==> config.mk <==
export PLATFORM = sky130hd
export DESIGN_NAME = inst_fetch
export DESIGN_NICKNAME = d
export VERILOG_FILES = /design/src/rtl/inst_fetch_pkg.sv /design/src/rtl/inst_fetch_next_pc_sel.sv /design/src/rtl/inst_fetch.sv
export SDC_FILE = /design/constraint.sdc
export NUM_CORES = 1
export LEC_CHECK = 0
export CAP_MARGIN = 20
export CORE_MARGIN = 5
export CORE_UTILIZATION = 41
export CTS_CLUSTER_SIZE = 14
export DETAILED_ROUTE_END_ITERATION = 10
export PLACE_DENSITY = 0.87
export REMOVE_ABC_BUFFERS = 1
export SKIP_LAST_GASP = 1
export SYNTH_ARGS = -nofsm -noshare
export SYNTH_HDL_FRONTEND = slang
export SYNTH_SLANG_ARGS = --single-unit
export TNS_END_PERCENT = 100
==> constraint.sdc <==
create_clock -name clk -period 4.7 [get_ports clk]
set_clock_uncertainty 0.2 [all_clocks]
set_input_delay 0.94 -clock clk [delete_from_list [all_inputs] [get_ports clk]]
set_output_delay 0.94 -clock clk [all_outputs]
set_load 0.005 [all_outputs]
==> src/rtl/inst_fetch_pkg.sv <==
// rtl/inst_fetch_pkg.sv - shared constants and types for the instruction fetch stage
package inst_fetch_pkg;

    localparam logic [5:0]  OP_J             = 6'b000010;
    localparam logic [31:0] NOP_INST         = 32'h0000_0000;
    localparam logic [31:0] DEFAULT_RESET_PC = 32'h0000_0000;

    typedef struct packed {
        logic [31:0] pc;
        logic [31:0] pc4;
        logic [31:0] inst;
        logic        valid;
    } ifid_t;

    localparam ifid_t IFID_BUBBLE = '{pc: 32'h0, pc4: 32'h0, inst: NOP_INST, valid: 1'b0};

    function automatic logic is_jump(input logic [31:0] inst);
        return inst[31:26] == OP_J;
    endfunction

endpackage

==> src/rtl/inst_fetch_next_pc_sel.sv <==
// rtl/inst_fetch_next_pc_sel.sv - combinational next-PC selection and jump target
module next_pc_sel
    import inst_fetch_pkg::*;
(
    input  logic [31:0] pc,
    input  logic [31:0] imem_inst,
    input  logic        stall,
    input  logic        br_taken,
    input  logic [31:0] br_target,
    output logic [31:0] pc4,
    output logic [31:0] jump_target,
    output logic [31:0] next_pc
);

    assign pc4         = pc + 32'd4;
    assign jump_target = {pc4[31:28], imem_inst[25:0], 2'b00};

    // Redirect beats stall so a resolved branch is never lost behind a hazard hold.
    always_comb begin
        next_pc = pc4;
        if (br_taken) begin
            next_pc = {br_target[31:2], 2'b00};
        end else if (stall) begin
            next_pc = pc;
        end else if (is_jump(imem_inst)) begin
            next_pc = jump_target;
        end
    end

endmodule

==> src/rtl/inst_fetch.sv <==
// rtl/inst_fetch.sv - PC register, IF/ID pipeline register and misaligned-target flag
module inst_fetch
    import inst_fetch_pkg::*;
#(
    parameter logic [31:0] RESET_PC = DEFAULT_RESET_PC
) (
    input  logic        clk,
    input  logic        rst,
    input  logic        stall,
    input  logic        flush,
    input  logic        br_taken,
    input  logic [31:0] br_target,
    output logic [31:0] imem_addr,
    input  logic [31:0] imem_inst,
    output logic [31:0] if_pc,
    output logic [31:0] if_pc4,
    output logic [31:0] if_inst,
    output logic        if_valid,
    output logic        misalign
);

    logic [31:0] pc;
    logic [31:0] pc4;
    logic [31:0] jump_target;
    logic [31:0] next_pc;
    ifid_t       ifid;
    ifid_t       ifid_next;

    next_pc_sel u_next_pc_sel (
        .pc          (pc),
        .imem_inst   (imem_inst),
        .stall       (stall),
        .br_taken    (br_taken),
        .br_target   (br_target),
        .pc4         (pc4),
        .jump_target (jump_target),
        .next_pc     (next_pc)
    );

    always_comb begin
        ifid_next = '{pc: pc, pc4: pc4, inst: imem_inst, valid: 1'b1};
        if (br_taken || flush) begin
            ifid_next = IFID_BUBBLE;
        end else if (stall) begin
            ifid_next = ifid;
        end
    end

    always_ff @(posedge clk or posedge rst) begin
        if (rst) begin
            pc       <= {RESET_PC[31:2], 2'b00};
            ifid     <= IFID_BUBBLE;
            misalign <= 1'b0;
        end else begin
            pc   <= next_pc;
            ifid <= ifid_next;
            if (br_taken && (br_target[1:0] != 2'b00)) begin
                misalign <= 1'b1;
            end
        end
    end

    assign imem_addr = pc;
    assign if_pc     = ifid.pc;
    assign if_pc4    = ifid.pc4;
    assign if_inst   = ifid.inst;
    assign if_valid  = ifid.valid;

endmodule

==> impl_metrics.toml <==
[run_status]
status = "completed"

[yosys]
yosysTopAreaCellShare_pct = 54.6
ys_types = 48
synthesis.area_um2 = 5680
syn-instance-count = 546
synthArstFlopShare_pct = 100
synth-seq-cells = 124
post_synth_main_area_contributors = "sky130_fd_sc_hd__dfrtp_1, sky130_fd_sc_hd__a22o_1, sky130_fd_sc_hd__nand2_1"
number_of_flops_mapped_to_enable_cells_by_yosys = 0
ys_warn_count = 0
post-synth-top-area-cell = "sky130_fd_sc_hd__dfrtp_1"
avg_inst_size_synth_um2 = 10.4
synth-main-ff-cell = "sky130_fd_sc_hd__dfrtp_1"
sequential_share_of_the_synthesized_area_pct = 54.6

[placed_design]
dp_cells = 884
routability_congestion = 0.781
numPortBuffers = 192
detailedPlacementHpwl_um = 12100
placed_inst_area_um2 = 7710
pre_cts_ws_ps = 1190

[timing]
final_period_minus_worst_setup_slack_ps = 3080
finalHoldViolations = 0
report.final.slew_viol_count = 0
grt_setup_unrepaired = "false"
fmax_achieved_ghz = 0.324
max-slew-margin-rel_pct = 32.3
post-route-period-util_pct = 65.6
final_critical_path_setup_slack_ps = 1620
count_of_endpoints_failing_setup_in_the_final_report = 0
worst_slew_pin_slew_ps = 1010

[critical_path]
critPathSlowestCell = "sky130_fd_sc_hd__and2_1"
r2r_slack_ps = 2010
cp.required_ps = 4840
r2r-end = "imem_addr[26]$_DFFE_PP0P_"
critical_path.endpoint = "imem_addr[6]$_DFFE_PP0P_"
crit_path_max_fanout = 17
timing.rr.start = "imem_addr[2]$_DFFE_PP0P_"
path_depth = 7
worst_setup_path_start = "imem_inst[26]"
cp_slowest_stage_delay_ps = 660
worstPathCellList = "clkdlybuf4s50_1 -> nor4b_1 -> and2_1 -> buf_4 -> nor2_1 -> o31a_1 -> a21oi_1"
cp.arrival_ps = 3230
path_delay_family = "simple AND/OR/NAND/NOR gates"
timing.critical_path.from_type = "primary input"
path_buf_inv = 2
timing.setup.critical_path_class = "in2reg"
r2r_cells = 6
worstSetupEndpointType = "flop"

[job]
max-cap-violations = 0

[drt]
dr_total_vias = 4999
dr.first_iter.drc_count = 321
drt_pre_antenna_iters = 5
detail_route.drc_violations = 0
routed_wire_length_per_instance_um = 19.0
detail_route.vias_per_cell = 5.46
route.final.wire_length_um = 17400
antenna_violating_nets_post_route = 0

[die]
die_w_um = 128
row_count = 43
boundaryPins = 199
core_um2 = 13700
floorplan.initialDensity_pct = 41.4
die_area_um2 = 16300
floorplan.die.height_um = 128

[pwr]
power_frac_comb_pct = 13.6
switchingPower_w = 0.000693
p_leak_nw = 3.48
seq_pwr_share_pct = 43.5
p_sw_share_pct = 25.2
power_frac_clock_pct = 42.9
peak_ir_drop_on_the_vdd_network_uv = 211
power_per_unit_of_standard_cell_area_nw_per_um2 = 334
internal-power_w = 0.00206

[clock_tree]
postCtsSetupBuffers = 0
buffer_levels_on_the_longest_clock_path = 2
htree_levels = 4
cts_resized = 0
clk-insertion-delay-late_ps = 410
cts_hold_repair.buffers = 0
clock_input_transition_at_the_sequential_cells_of_the_worst_setup_and_hold_paths_ps = 50
ctsRootBufferMaster = "sky130_fd_sc_hd__clkbuf_16"
cts_buffers = 17
clock-sinks = 124
clock_tree_from_tritoncts = "done"

[final_layout]
fin_cells = 915
n_antenna_cell = 0
finalInstanceArea_um2 = 8240
finish.net_count = 793
most-common-layout-cells = "sky130_fd_sc_hd__clkdlybuf4s50_1, sky130_fd_sc_hd__dfrtp_1, sky130_fd_sc_hd__nand2_1"
layout_cell_share_with_drive_strength_beyond_1_pct = 6.80
area.growth.synth_to_final_pct = 45.0
fillCellCount = 1154
layout.cells.most_common = "sky130_fd_sc_hd__clkdlybuf4s50_1"
finish.utilization_pct = 60.0

[global_route]
number_of_global_route_vias_before_repair = 5206
grtUsageTotal_pct = 21.6
initial_antenna_violation_count = 0
grt_max_degree = 85
grt_first_pass_wirelength_um = 27900
global_route.overflow_total = 0

[worst_hold_path]
holdCritPathClass = "reg2reg"
## layout make-up
type                    instances  area (um2)  share of cell area [%]
clock buffers                  23         458                    5.56
clock inverters                 8        70.1                   0.851
inverters                      10        42.5                   0.516
multi-input cells             369        2360                    28.6
flip-flops and latches        124        3100                    37.7
well taps                     180         225                    2.73
repair buffers                201        1980                    24.0
## kinds of logic after synthesis
kind of cell	after synthesis	share of synthesized area [%]
fa+ha+maj	1	0.220
flops	124	54.6
simple gates	157	13.9
mux	6	1.10
other cells	1	0.0660
xor+xnor	33	5.09
buf+inv	58	4.36
compound gates	166	20.6
## power groups by stage
stage / logic [W] / registers [W] / clock network (W)
6_report: 0.000376 / 0.00120 / 0.00118
5_1_grt: 0.000411 / 0.00121 / 0.00125
4_1_cts: 0.000380 / 0.00120 / 0.00120
3_5_place_dp: 0.000378 / 0.00121 / 0
3_3_place_gp: 0.000371 / 0.00121 / 0
2_1_floorplan: 0.000142 / 0.00120 / 0
## metrics by stage
step | hold WS [ps] | setup TNS, ps | power [W]
3_5_place_dp | 269 | 0 | 0.00159
2_1_floorplan | 259 | -169450 | 0.00134
3_3_place_gp | 260 | 0 | 0.00158
5_1_grt | 290 | 0 | 0.00287
6_report | 279 | 0 | 0.00276
4_1_cts | 282 | 0 | 0.00278
## metal layers
| layer | wire (um) | vias to the layer above | GRT usage (%) |
|---|---|---|---|
| li1 | - | 2310 | - |
| met1 | 7440 | 2462 | 27.9 |
| met2 | 8400 | 200 | 34.9 |
| met3 | 1290 | 27 | 6.33 |
| met4 | 291 | 0 | 7.49 |
| met5 | 0 | - | 0 |
## sequential cells by signal, summed over array words and instances (netlist names)
name       cells
if_inst       32
if_pc4        30
if_pc         30
imem_addr     30
if_valid       1
misalign       1
## cell usage after synthesis (2+ instances only)
master,number
sky130_fd_sc_hd__nand4_1,12
sky130_fd_sc_hd__nand3_1,12
sky130_fd_sc_hd__nor3_1,3
sky130_fd_sc_hd__o221ai_1,13
sky130_fd_sc_hd__buf_2,3
sky130_fd_sc_hd__nand4_2,2
sky130_fd_sc_hd__nor3b_1,2
sky130_fd_sc_hd__buf_4,7
sky130_fd_sc_hd__o21ai_0,44
sky130_fd_sc_hd__a221oi_1,4
sky130_fd_sc_hd__a21o_1,3
sky130_fd_sc_hd__or3_1,2
sky130_fd_sc_hd__and2_1,14
sky130_fd_sc_hd__o31ai_1,2
sky130_fd_sc_hd__and3_1,7
sky130_fd_sc_hd__xnor2_1,13
sky130_fd_sc_hd__a31oi_1,9
sky130_fd_sc_hd__clkbuf_1,35
sky130_fd_sc_hd__xor2_1,20
sky130_fd_sc_hd__mux2_2,2
sky130_fd_sc_hd__inv_1,10
sky130_fd_sc_hd__a21oi_1,22
sky130_fd_sc_hd__nor2_1,24
sky130_fd_sc_hd__dfrtp_1,124
sky130_fd_sc_hd__nand2_1,67
sky130_fd_sc_hd__buf_1,3
sky130_fd_sc_hd__nor4_1,2
sky130_fd_sc_hd__mux2i_1,4
sky130_fd_sc_hd__nor3_2,2
sky130_fd_sc_hd__a22o_1,61
## worst register-to-register path, delay by kind of cell (launching register included)
kind                     cells  cell delay, ps
adder cells (fa/ha/maj)      1             340
flip-flops                   1             500
XOR/XNOR                     1             250
AND/OR/NAND/NOR              3            1100
AO/OA/AOI/OAI                1             150
## how the worst min path moves through the flow
stage / from / end / depth (start not counted)
5_1_grt: misalign$_DFFE_PP0P_ / misalign$_DFFE_PP0P_ / 1
2_1_floorplan: misalign$_DFFE_PP0P_ / misalign$_DFFE_PP0P_ / 1
3_5_place_dp: misalign$_DFFE_PP0P_ / misalign$_DFFE_PP0P_ / 1
6_report: if_pc[12]$_DFFE_PP0P_ / if_pc[12]$_DFFE_PP0P_ / 2
4_1_cts: if_pc[4]$_DFFE_PP0P_ / if_pc[4]$_DFFE_PP0P_ / 2
3_3_place_gp: misalign$_DFFE_PP0P_ / misalign$_DFFE_PP0P_ / 1
No activity file was read; power rests on OpenSTA's default activity.
